**src/rtl/aa_filter.sv**
```systemverilog
// aa_filter: boxcar (moving-average) anti-alias low-pass stage feeding the
// decimator. Averages the last 2^LOG2_TAPS accepted samples using a circular
// sample buffer and a running sum, with one output per accepted input, one
// cycle later.
//
// Optional feature macro: AA_FILTER_ROUND_EN
//   defined   -> round-half-up before the divide-by-N shift
//   undefined -> plain truncating shift
module aa_filter #(
    parameter int DATA_WIDTH = 16,
    parameter int LOG2_TAPS  = 3
) (
    input  logic                  i_clk,
    input  logic                  i_rst,
    input  logic [DATA_WIDTH-1:0] i_data,
    input  logic                  i_valid,
    output logic [DATA_WIDTH-1:0] o_data,
    output logic                  o_valid,
    output logic                  o_primed
);

    localparam int N     = 1 << LOG2_TAPS;
    localparam int ACC_W = DATA_WIDTH + LOG2_TAPS;

    // Fill counter value meaning "window full"
    localparam logic [LOG2_TAPS:0] FILL_FULL = (LOG2_TAPS + 1)'(N);

`ifdef AA_FILTER_ROUND_EN
    // Half of one LSB of the shifted result, for round-half-up
    localparam logic [ACC_W:0] ROUND_TERM = (ACC_W + 1)'(1) << (LOG2_TAPS - 1);
`endif

    // Divide the running sum by N. With rounding enabled the add is done one
    // bit wider so a full-scale sum plus the rounding term cannot wrap.
    function automatic logic [DATA_WIDTH-1:0] scale_sum(input logic [ACC_W-1:0] sum);
`ifdef AA_FILTER_ROUND_EN
        logic [ACC_W:0] widened;
        widened = {1'b0, sum} + ROUND_TERM;
        return DATA_WIDTH'(widened >> LOG2_TAPS);
`else
        return DATA_WIDTH'(sum >> LOG2_TAPS);
`endif
    endfunction

    logic [DATA_WIDTH-1:0] samp_buf_q [N];
    logic [DATA_WIDTH-1:0] samp_buf_d [N];
    logic [LOG2_TAPS-1:0]  wr_ptr_q;
    logic [LOG2_TAPS-1:0]  wr_ptr_d;
    logic [ACC_W-1:0]      acc_q;
    logic [ACC_W-1:0]      acc_d;
    logic [LOG2_TAPS:0]    fill_q;
    logic [LOG2_TAPS:0]    fill_d;
    logic [DATA_WIDTH-1:0] data_q;
    logic [DATA_WIDTH-1:0] data_d;
    logic                  valid_q;
    logic                  valid_d;
    logic                  primed_q;
    logic                  primed_d;

    // Next-state: on an accepted sample replace the oldest buffer entry, update
    // the running sum and emit the new average; otherwise hold everything.
    always_comb begin
        samp_buf_d = samp_buf_q;
        wr_ptr_d   = wr_ptr_q;
        acc_d      = acc_q;
        fill_d     = fill_q;
        data_d     = data_q;
        valid_d    = 1'b0;
        primed_d   = primed_q;

        if (i_valid) begin
            // The buffer entry being overwritten is exactly the sample leaving
            // the window (zero during warm-up), so the sum never needs a rescan.
            acc_d                = acc_q + ACC_W'(i_data) - ACC_W'(samp_buf_q[wr_ptr_q]);
            samp_buf_d[wr_ptr_q] = i_data;
            // Pointer is exactly LOG2_TAPS bits wide, so N-1 wraps to 0 naturally
            wr_ptr_d             = wr_ptr_q + LOG2_TAPS'(1);

            if (fill_q != FILL_FULL) begin
                fill_d = fill_q + (LOG2_TAPS + 1)'(1);
            end else begin
                fill_d = fill_q;
            end

            primed_d = (fill_d == FILL_FULL);
            data_d   = scale_sum(acc_d);
            valid_d  = 1'b1;
        end else begin
            valid_d = 1'b0;
        end
    end

    // State and output registers; reset clears everything and drops any
    // sample presented in the same cycle.
    always_ff @(posedge i_clk) begin
        if (i_rst) begin
            for (int i = 0; i < N; i++) begin
                samp_buf_q[i] <= '0;
            end
            wr_ptr_q <= '0;
            acc_q    <= '0;
            fill_q   <= '0;
            data_q   <= '0;
            valid_q  <= 1'b0;
            primed_q <= 1'b0;
        end else begin
            samp_buf_q <= samp_buf_d;
            wr_ptr_q   <= wr_ptr_d;
            acc_q      <= acc_d;
            fill_q     <= fill_d;
            data_q     <= data_d;
            valid_q    <= valid_d;
            primed_q   <= primed_d;
        end
    end

    assign o_data   = data_q;
    assign o_valid  = valid_q;
    assign o_primed = primed_q;

endmodule

```
**config.mk**
```make
export PLATFORM = sky130hd
export DESIGN_NAME = aa_filter
export DESIGN_NICKNAME = d
export VERILOG_FILES = /design/src/rtl/aa_filter.sv
export SDC_FILE = /design/constraint.sdc
export NUM_CORES = 1
export LEC_CHECK = 0
export BUFFER_PORTS_ARGS = -buffer_cell sky130_fd_sc_hd__buf_4
export CAP_MARGIN = 20
export CORE_MARGIN = 4
export CORE_UTILIZATION = 58
export CTS_BUF_LIST = sky130_fd_sc_hd__clkbuf_4
export DETAILED_ROUTE_END_ITERATION = 8
export PLACE_DENSITY_LB_ADDON = 0.12
export SLEW_MARGIN = 25
export SYNTH_ARGS = -nofsm -noshare
export SYNTH_HDL_FRONTEND = slang
export SYNTH_SLANG_ARGS = --single-unit
```
**constraint.sdc**
```tcl
create_clock -name i_clk -period 8.2 [get_ports i_clk]
set_input_delay 1.64 -clock i_clk [delete_from_list [all_inputs] [get_ports i_clk]]
set_output_delay 1.64 -clock i_clk [all_outputs]
set_load 0.005 [all_outputs]
```
# Yosys cells after proc, flatten, opt, wreduce, memory -nomap -nowiden
# Index checks and enable logic that the tools add are counted.
# totals
register_bits	172
out_inout_bits	18
in_bits	19
wordCells	33
# op_classes
add_sub_neg	4
eq_ne	2
n_bitwise	1
mux	9
n_lt_le_gt_ge	2
reduce_logical	1
# ops
operator	n
$bwmux 128	1
$bmux 16 s3	1
$demux 16 s3	1
$mux 16	3
$add 19x16->19	1
$sub 19x16->19	1
$mux 4	2
$add 4x1->4 const B	1
$eq 4x4->1 const B	1
$ge 4x4->1 const B	1
$lt 4x1->1 const B	1
$ne 4x4->1 const B	1
$not 3->4	1
$add 3x1->3 const B	1
$logic_and 1x1->1	1
$mux 1	1

# Logic depth before layout (Yosys ltp)
# Gate-level depths: netlist of the first run.
# depth
depth_word	6
depth_mapped	15
ltp_nobuf	12

# Least setup slack after synthesis of the first run
# OpenSTA, ideal clock, no wires.
# synth_timing
kind	input -> register
start	input port i_data[10]
end	register acc_q[15]
slack_ps	3923
t_arrival_ps	4182
n_path_buf	1
cell_stages	11
setup_ps	95
t_required_ps	8105
cell_sequence	clkbuf_1 inv_1 fa_1 inv_1 ha_1 a21oi_1 o21ai_1 a211o_1 a21o_1 or4_1 o311ai_1
# synth_between
elab_chain_len	2
# synth_rtl
element	line_no	source
from (decl)	15	input logic [DATA_WIDTH-1:0] i_data,
$add 19x16->19	74	acc_d = acc_q + ACC_W'(i_data) - ACC_W'(samp_buf_q[wr_ptr_q]);
$sub 19x16->19	74	
to (signal assigned)	101	acc_q <= '0;
to (signal assigned)	109	acc_q <= acc_d;
to (decl)	49	logic [ACC_W-1:0] acc_q;
# No other way between the ends.
# A chain may end at the register's enable or synchronous reset.

# Final worst setup path of the first run
# layout_timing
start	register wr_ptr_q[0]
end	register acc_q[15]
# layout_between
elab_chain_len	5
# layout_rtl
element	line_no	source
from (decl)	47	logic [LOG2_TAPS-1:0] wr_ptr_q;
from (signal assigned)	108	wr_ptr_q <= wr_ptr_d;
$not 3->4 (not written as such)	74	
$bmux 16 s3	74	
$mux 16 (not written as such) (2 in series)	74	
$sub 19x16->19	74	
# No other way between the ends. The select of a mux whose other input is x is not followed.

==> results.sh, run 1 <==
export IMPL_run_status="complete, no violations"
export IMPL_worstMarginPinSlew_ns=1.05
export IMPL_hpwl_mm=13.7
export IMPL_critPathMaxStageDelay_ns=0.80
export IMPL_synth_distinct_cells=61
export IMPL_power_frac_clock=0.256
export IMPL_synth_edf_count=0
export IMPL_final_cell_mix="276 x nand2_1, 154 x dfxtp_1, 146 x a21oi_1"
export IMPL_p_leak_nw=3.27
export IMPL_syn_inst=969
export IMPL_drt_initial_drc_count=678
export IMPL_viasPerCell=6.01
export IMPL_htree_levels=4
export IMPL_antenna_left=0
export IMPL_ys_seq_area_frac=0.385
export IMPL_grt_max_degree=110
export IMPL_globalRouteMet3Util=0.0610
export IMPL_met2_usage=0.450
export IMPL_fillers=1157
export IMPL_gp_congestion=0.860
export IMPL_path_max_fanout=25
export IMPL_slew_headroom=0.297
export IMPL_place_inst=1100
export IMPL_maxCapViolations=0
export IMPL_switching_share=0.345
export IMPL_ys_flop_type="dfxtp_1"
export IMPL_cp_slowest_cell="dfxtp_2"
export IMPL_power_switching_mw=0.746
export IMPL_rsz0062_at_grt="false"
export IMPL_min_delay_path_depth=2
export IMPL_clk_pin_slew_ns=0.13
export IMPL_internal_power_mw=1.42
export IMPL_ctsRootBufferMaster="clkbuf_4"
export IMPL_track_usage=0.271
export IMPL_grt_overflow_total=0
export IMPL_holdWs_ns=0.461
export IMPL_num_vias=6804
export IMPL_rr_worst_depth=12
export IMPL_cp_end_kind="register"
export IMPL_peakVddDrop_uv=138
export IMPL_mappedNetlistArea_sq_um=8110
export IMPL_drive_gt1_frac=0.143
export IMPL_cts_tree="yes"
export IMPL_cp_required_ns=8.69
export IMPL_fin_area_sq_um=8620
export IMPL_use_met1=0.324
export IMPL_hold_viol=0
export IMPL_synth_seq_cells=156
export IMPL_ff_latch_area_sq_um=3130
export IMPL_period_minus_slack_ns=4.74
export IMPL_cts_inserted_buffers=17
export IMPL_die_area_sq_um=15900
export IMPL_io_buffers=36
export IMPL_postSynth_asyncResetShare=0
export IMPL_core_region_area_sq_um=13500
export IMPL_synth_nets=1026
export IMPL_worstSkewPairLatency_ns=0.59
export IMPL_cp_data_arrival_time_ns=5.23
export IMPL_fin_cells=1133
export IMPL_worstSetupStartpointType="register"
export IMPL_crit_type="reg -> reg"
export IMPL_postCtsSetupRepairBufs=0
export IMPL_drc_errors=0
export IMPL_cts_sinks=156
export IMPL_combPwrFrac=0.351
export IMPL_start_util=0.603
export IMPL_wl_per_cell_microns=19.0
export IMPL_rrSetupSlack_ns=3.46
export IMPL_finalSetupViolations=0
export IMPL_layout_commonest_cell="nand2_1"
export IMPL_multi_input_comb_area_sq_um=4380
export IMPL_grt_pass1_wl_mm=33.8
export IMPL_postCtsHoldBufs=0
export IMPL_grt_pass1_vias=6702
export IMPL_synth_area_per_cell_sq_um=8.37
export IMPL_grt_antenna_before_repair=1
export IMPL_fin_tns_setup_ns=0
export IMPL_yosysWarningCount=0
export IMPL_syn_to_final_growth_pct=6.23
export IMPL_busiest_layer="met2"
export IMPL_wirelength_mm=21.5
export IMPL_die_x_microns=126
export IMPL_finalCritPeriodShare=0.578
export IMPL_clock_skew_ns=0.0156
export IMPL_rows=42
export IMPL_holdCritPathClass="reg -> reg"
export IMPL_cts_resized=0
export IMPL_dieHeight_microns=126
export IMPL_p_seq_frac=0.393
export IMPL_io_pins=37
export IMPL_cts_buffer_depth=2
export IMPL_max_freq_mhz=211
export IMPL_drtPass1Iterations=5
export IMPL_crit_chain="buf_4 -> mux4_2 -> mux2_2 -> fa_1 -> inv_1 -> ha_1 -> a21oi_1 -> o21ai_1 -> a211o_1 -> a21o_1 -> or4_1 -> o311ai_1"
export IMPL_slew_violations=0
export IMPL_final_nets=1001
export IMPL_place_area_sq_um=8270
export IMPL_powerDensity_nw_per_um2=251
## synth_stat cells, types with 3 or more instances
| master | number | area (sq um) |
|---|---|---|
| dfxtp_1 | 156 | 3120 |
| nor2_1 | 25 | 93.8 |
| nor3b_1 | 3 | 22.5 |
| nor3_1 | 5 | 25.0 |
| xnor2_1 | 7 | 61.3 |
| mux2i_1 | 12 | 120 |
| mux2_2 | 17 | 191 |
| buf_4 | 16 | 120 |
| nand4_1 | 5 | 31.3 |
| fa_1 | 16 | 320 |
| buf_2 | 13 | 65.1 |
| a21o_1 | 11 | 82.6 |
| ha_1 | 22 | 275 |
| xor2_1 | 8 | 70.1 |
| nand3_1 | 11 | 55.1 |
| mux4_2 | 32 | 721 |
| and3_1 | 6 | 37.5 |
| buf_1 | 3 | 11.3 |
| o21ai_0 | 6 | 30.0 |
| nor2b_1 | 4 | 25.0 |
| nand2_1 | 276 | 1040 |
| nand2b_1 | 8 | 50.1 |
| inv_1 | 65 | 244 |
| clkbuf_1 | 52 | 195 |
| a21oi_1 | 146 | 731 |
| a31oi_1 | 3 | 18.8 |
## registers in the layout, indices dropped and copies added (netlist names)
register	count
acc_q	19
fill_q	4
o_primed	1
o_valid	1
samp_buf_q	128
wr_ptr_q	3
## layout make-up
type                    instances  share of cell area
multi-input cells             663               0.508
well taps                     176              0.0255
inverters                      65              0.0283
repair buffers                 41              0.0366
flip-flops and latches        156               0.363
clock inverters                 9              0.0196
diodes                          1            0.000290
clock buffers                  22              0.0192
## power groups by stage
stage                     clock network [mW]  registers, mW  logic, mW
after floorplan                            0          0.844      0.604
after global placement                     0          0.862      0.724
after detailed placement                   0          0.865      0.746
after CTS                              0.562          0.849      0.752
after global routing                   0.591          0.856      0.845
final                                  0.554          0.849      0.760
## critical path: cells and delay by family, from the launching register on
kind / cells / cell delay [ns]
AOI/OAI and AO/OA: 5 / 1.10
muxes: 2 / 0.86
adders and majority gates: 2 / 0.85
DFF: 1 / 0.80
buffers and inverters: 2 / 0.54
and+or+nand+nor: 1 / 0.49
## cell families after synthesis
logic type      synth area share
mux                        0.129
fa+ha+maj                 0.0734
buf+inv                   0.0790
simple gates               0.184
compound gates             0.134
flops                      0.385
xor+xnor                  0.0162
## per-layer routing
| metal | vias up | share of wire |
|---|---|---|
| met5 | - | 0 |
| met4 | 0 | 0.049 |
| met3 | 75 | 0.067 |
| met2 | 271 | 0.49 |
| met1 | 3284 | 0.40 |
| li1 | 3174 | - |
## path summary, 6_finish.rpt
check | from | to
worst max-delay path | wr_ptr_q[0] | acc_q[15]
worst min-delay path | samp_buf_q[3] | samp_buf_q[3]
worst max register to register | wr_ptr_q[0] | acc_q[15]
worst min register to register | samp_buf_q[3] | samp_buf_q[3]
## stage by stage
step	worst slack [ns]	util	power, mW
3_5_place_dp	3.54	0.615	1.61
4_1_cts	3.45	0.639	2.16
5_1_grt	3.22	0.641	2.29
3_3_place_gp	3.65	0.615	1.59
6_report	3.46	0.641	2.16
2_1_floorplan	3.92	-	1.45
Power figures use the tool's default switching activity.
==> run 2, diff against run 1 <==
==> constraint.sdc (replaced) <==
create_clock -name i_clk -period 3.9 [get_ports i_clk]
set_input_delay 0.78 -clock i_clk [delete_from_list [all_inputs] [get_ports i_clk]]
set_output_delay 0.78 -clock i_clk [all_outputs]
set_load 0.005 [all_outputs]
==> run 2 against run 1 <==
Combinational power up 130%. Flip-flop and latch count stayed put. Wire length rose by 0.16%. Critical endpoint unchanged. Final cell count grew 1.9%. Die area unchanged. Register-to-register slack got worse by 3.3 ns. Global-route usage is 0.42 points higher. Power is 110% higher. Clock power rose by 80%.
==> results.sh, run 2 (synthesized netlist as in run 1, its figures left out) <==
export IMPL_critPathTopFamily="compound AO/OA/AOI/OAI gates"
export IMPL_grt_max_degree=85
export IMPL_cp_data_arrival_time_ns=4.26
export IMPL_critPathBufInv=2
export IMPL_cp_slowest_cell="mux4_2"
export IMPL_cts_sinks=156
export IMPL_finalSetupViolations=0
export IMPL_peakVddDrop_uv=348
export IMPL_num_vias=6921
export IMPL_holdCritPathClass="reg -> reg"
export IMPL_slew_headroom=0.286
export IMPL_dieHeight_microns=126
export IMPL_die_area_sq_um=15900
export IMPL_worstMarginPinSlew_ns=1.07
export IMPL_clk_pin_slew_ns=0.14
export IMPL_worstSetupStartpointType="register"
export IMPL_htree_levels=4
export IMPL_largest_register_ffs=128
export IMPL_slew_violations=0
export IMPL_cts_tree="yes"
export IMPL_wirelength_mm=21.5
export IMPL_postCtsHoldBufs=0
export IMPL_maxCapViolations=0
export IMPL_power_total_mw=4.51
export IMPL_layout_commonest_cell="nand2_1"
export IMPL_track_usage=0.275
export IMPL_rsz0062_at_grt="false"
export IMPL_grt_overflow_total=0
export IMPL_grt_pass1_wl_mm=34.9
export IMPL_crit_type="reg -> reg"
export IMPL_worstSkewPairLatency_ns=0.57
export IMPL_rows=42
export IMPL_max_freq_mhz=264
export IMPL_final_nets=1021
export IMPL_fin_tns_setup_ns=0
export IMPL_clock_skew_ns=0.0178
export IMPL_hold_viol=0
export IMPL_reg_largest_list="samp_buf_q (128), acc_q (19), fill_q (4)"
export IMPL_path_max_fanout=11
export IMPL_gp_congestion=0.941
export IMPL_start_util=0.603
export IMPL_cts_inserted_buffers=17
export IMPL_wl_per_cell_microns=18.6
export IMPL_crit_chain="buf_12 -> mux4_2 -> mux2_2 -> fa_1 -> inv_1 -> ha_1 -> a21oi_1 -> o21ai_1 -> a211o_1 -> a21o_1 -> or4_1 -> o311ai_1"
export IMPL_fillers=1130
export IMPL_powerDensity_nw_per_um2=515
export IMPL_top_register="samp_buf_q"
export IMPL_drt_initial_drc_count=689
export IMPL_core_region_area_sq_um=13500
export IMPL_syn_to_final_growth_pct=7.91
export IMPL_drc_errors=0
export IMPL_grt_antenna_before_repair=1
export IMPL_antenna_left=0
export IMPL_io_buffers=36
export IMPL_drive_gt1_frac=0.165
export IMPL_viasPerCell=6.00
export IMPL_p_leak_nw=3.33
export IMPL_finalCritPeriodShare=0.970
export IMPL_ctsRootBufferMaster="clkbuf_4"
export IMPL_drtPass1Iterations=5
export IMPL_cp_end_kind="register"
export IMPL_final_cell_mix="276 x nand2_1, 154 x dfxtp_1, 145 x a21oi_1"
export IMPL_io_pins=37
export IMPL_cp_required_ns=4.38
export IMPL_run_status="complete, no violations"
export IMPL_hpwl_mm=14.3
export IMPL_period_minus_slack_ns=3.78
export IMPL_cts_buffer_depth=2
export IMPL_critPathMaxStageDelay_ns=0.49
export IMPL_die_x_microns=126
export IMPL_grt_pass1_vias=6869
==> run 2: cell count changes in the layout (fill, tap and decap cells not counted), moves of 3 or more <==
cell and delta:
clkbuf_4 -4, bufinv_16 -3, buf_12 +3, clkinvlp_4 +7, buf_4 +18, clkinv_1 -3
==> run 2: timing repair <==
item | CTS | global route
buffers inserted | 0 | 0
gates resized for setup | 0 | 6
endpoints found under the setup margin | 0 | 4
==> run 2: path summary, 6_finish.rpt <==
check,slack (ns),cells past startpoint,to,start
worst max-delay path,0.12,12,acc_q[15],wr_ptr_q[0]
worst min-delay path,0.46,2,samp_buf_q[19],samp_buf_q[19]
worst max register to register,0.12,12,acc_q[15],wr_ptr_q[0]
worst min register to register,0.46,2,samp_buf_q[19],samp_buf_q[19]
==> run 2: where the power goes <==
| part | internal [mW] | switching, mW |
|---|---|---|
| clock network | 0.385 | 0.612 |
| logic | 0.795 | 0.947 |
| registers | 1.69 | 0.0792 |
| total | 2.87 | 1.64 |
==> run 2: per-stage QoR <==
stage	hold WS (ns)	setup slack (ns)	std cells	cell area [sq um]	util
floorplan	0.433	0.0443	969	8110	-
global placement	0.438	0.180	1121	8450	0.628
detailed placement	0.445	0.104	1121	8450	0.628
CTS	0.463	0.0952	1153	8730	0.649
global route	0.460	0.00463	1154	8760	0.651
finish	0.461	0.117	1154	8760	0.651
==> run 2: per-layer routing <==
layer	wire (microns)	track usage
met1	8780	0.356
met2	10200	0.433
met3	1670	0.0631
met4	830	0.142
met5	0	0
==> run 2: cell type report <==
type                    count  area [sq um]  area share
multi-input cells         663          4380       0.500
flip-flops and latches    156          3130       0.358
repair buffers             61           499      0.0570
inverters                  65           244      0.0279
well taps                 176           220      0.0252
clock inverters            14           148      0.0169
clock buffers              18           135      0.0154
diodes                      1          2.50    0.000286
==> run 2: worst min-delay path, delay by kind of cell (launching register included) <==
family	cells	cell delay, ns
flip-flops	1	0.33
AND/OR/NAND/NOR	1	0.05
AO/OA/AOI/OAI	1	0.05
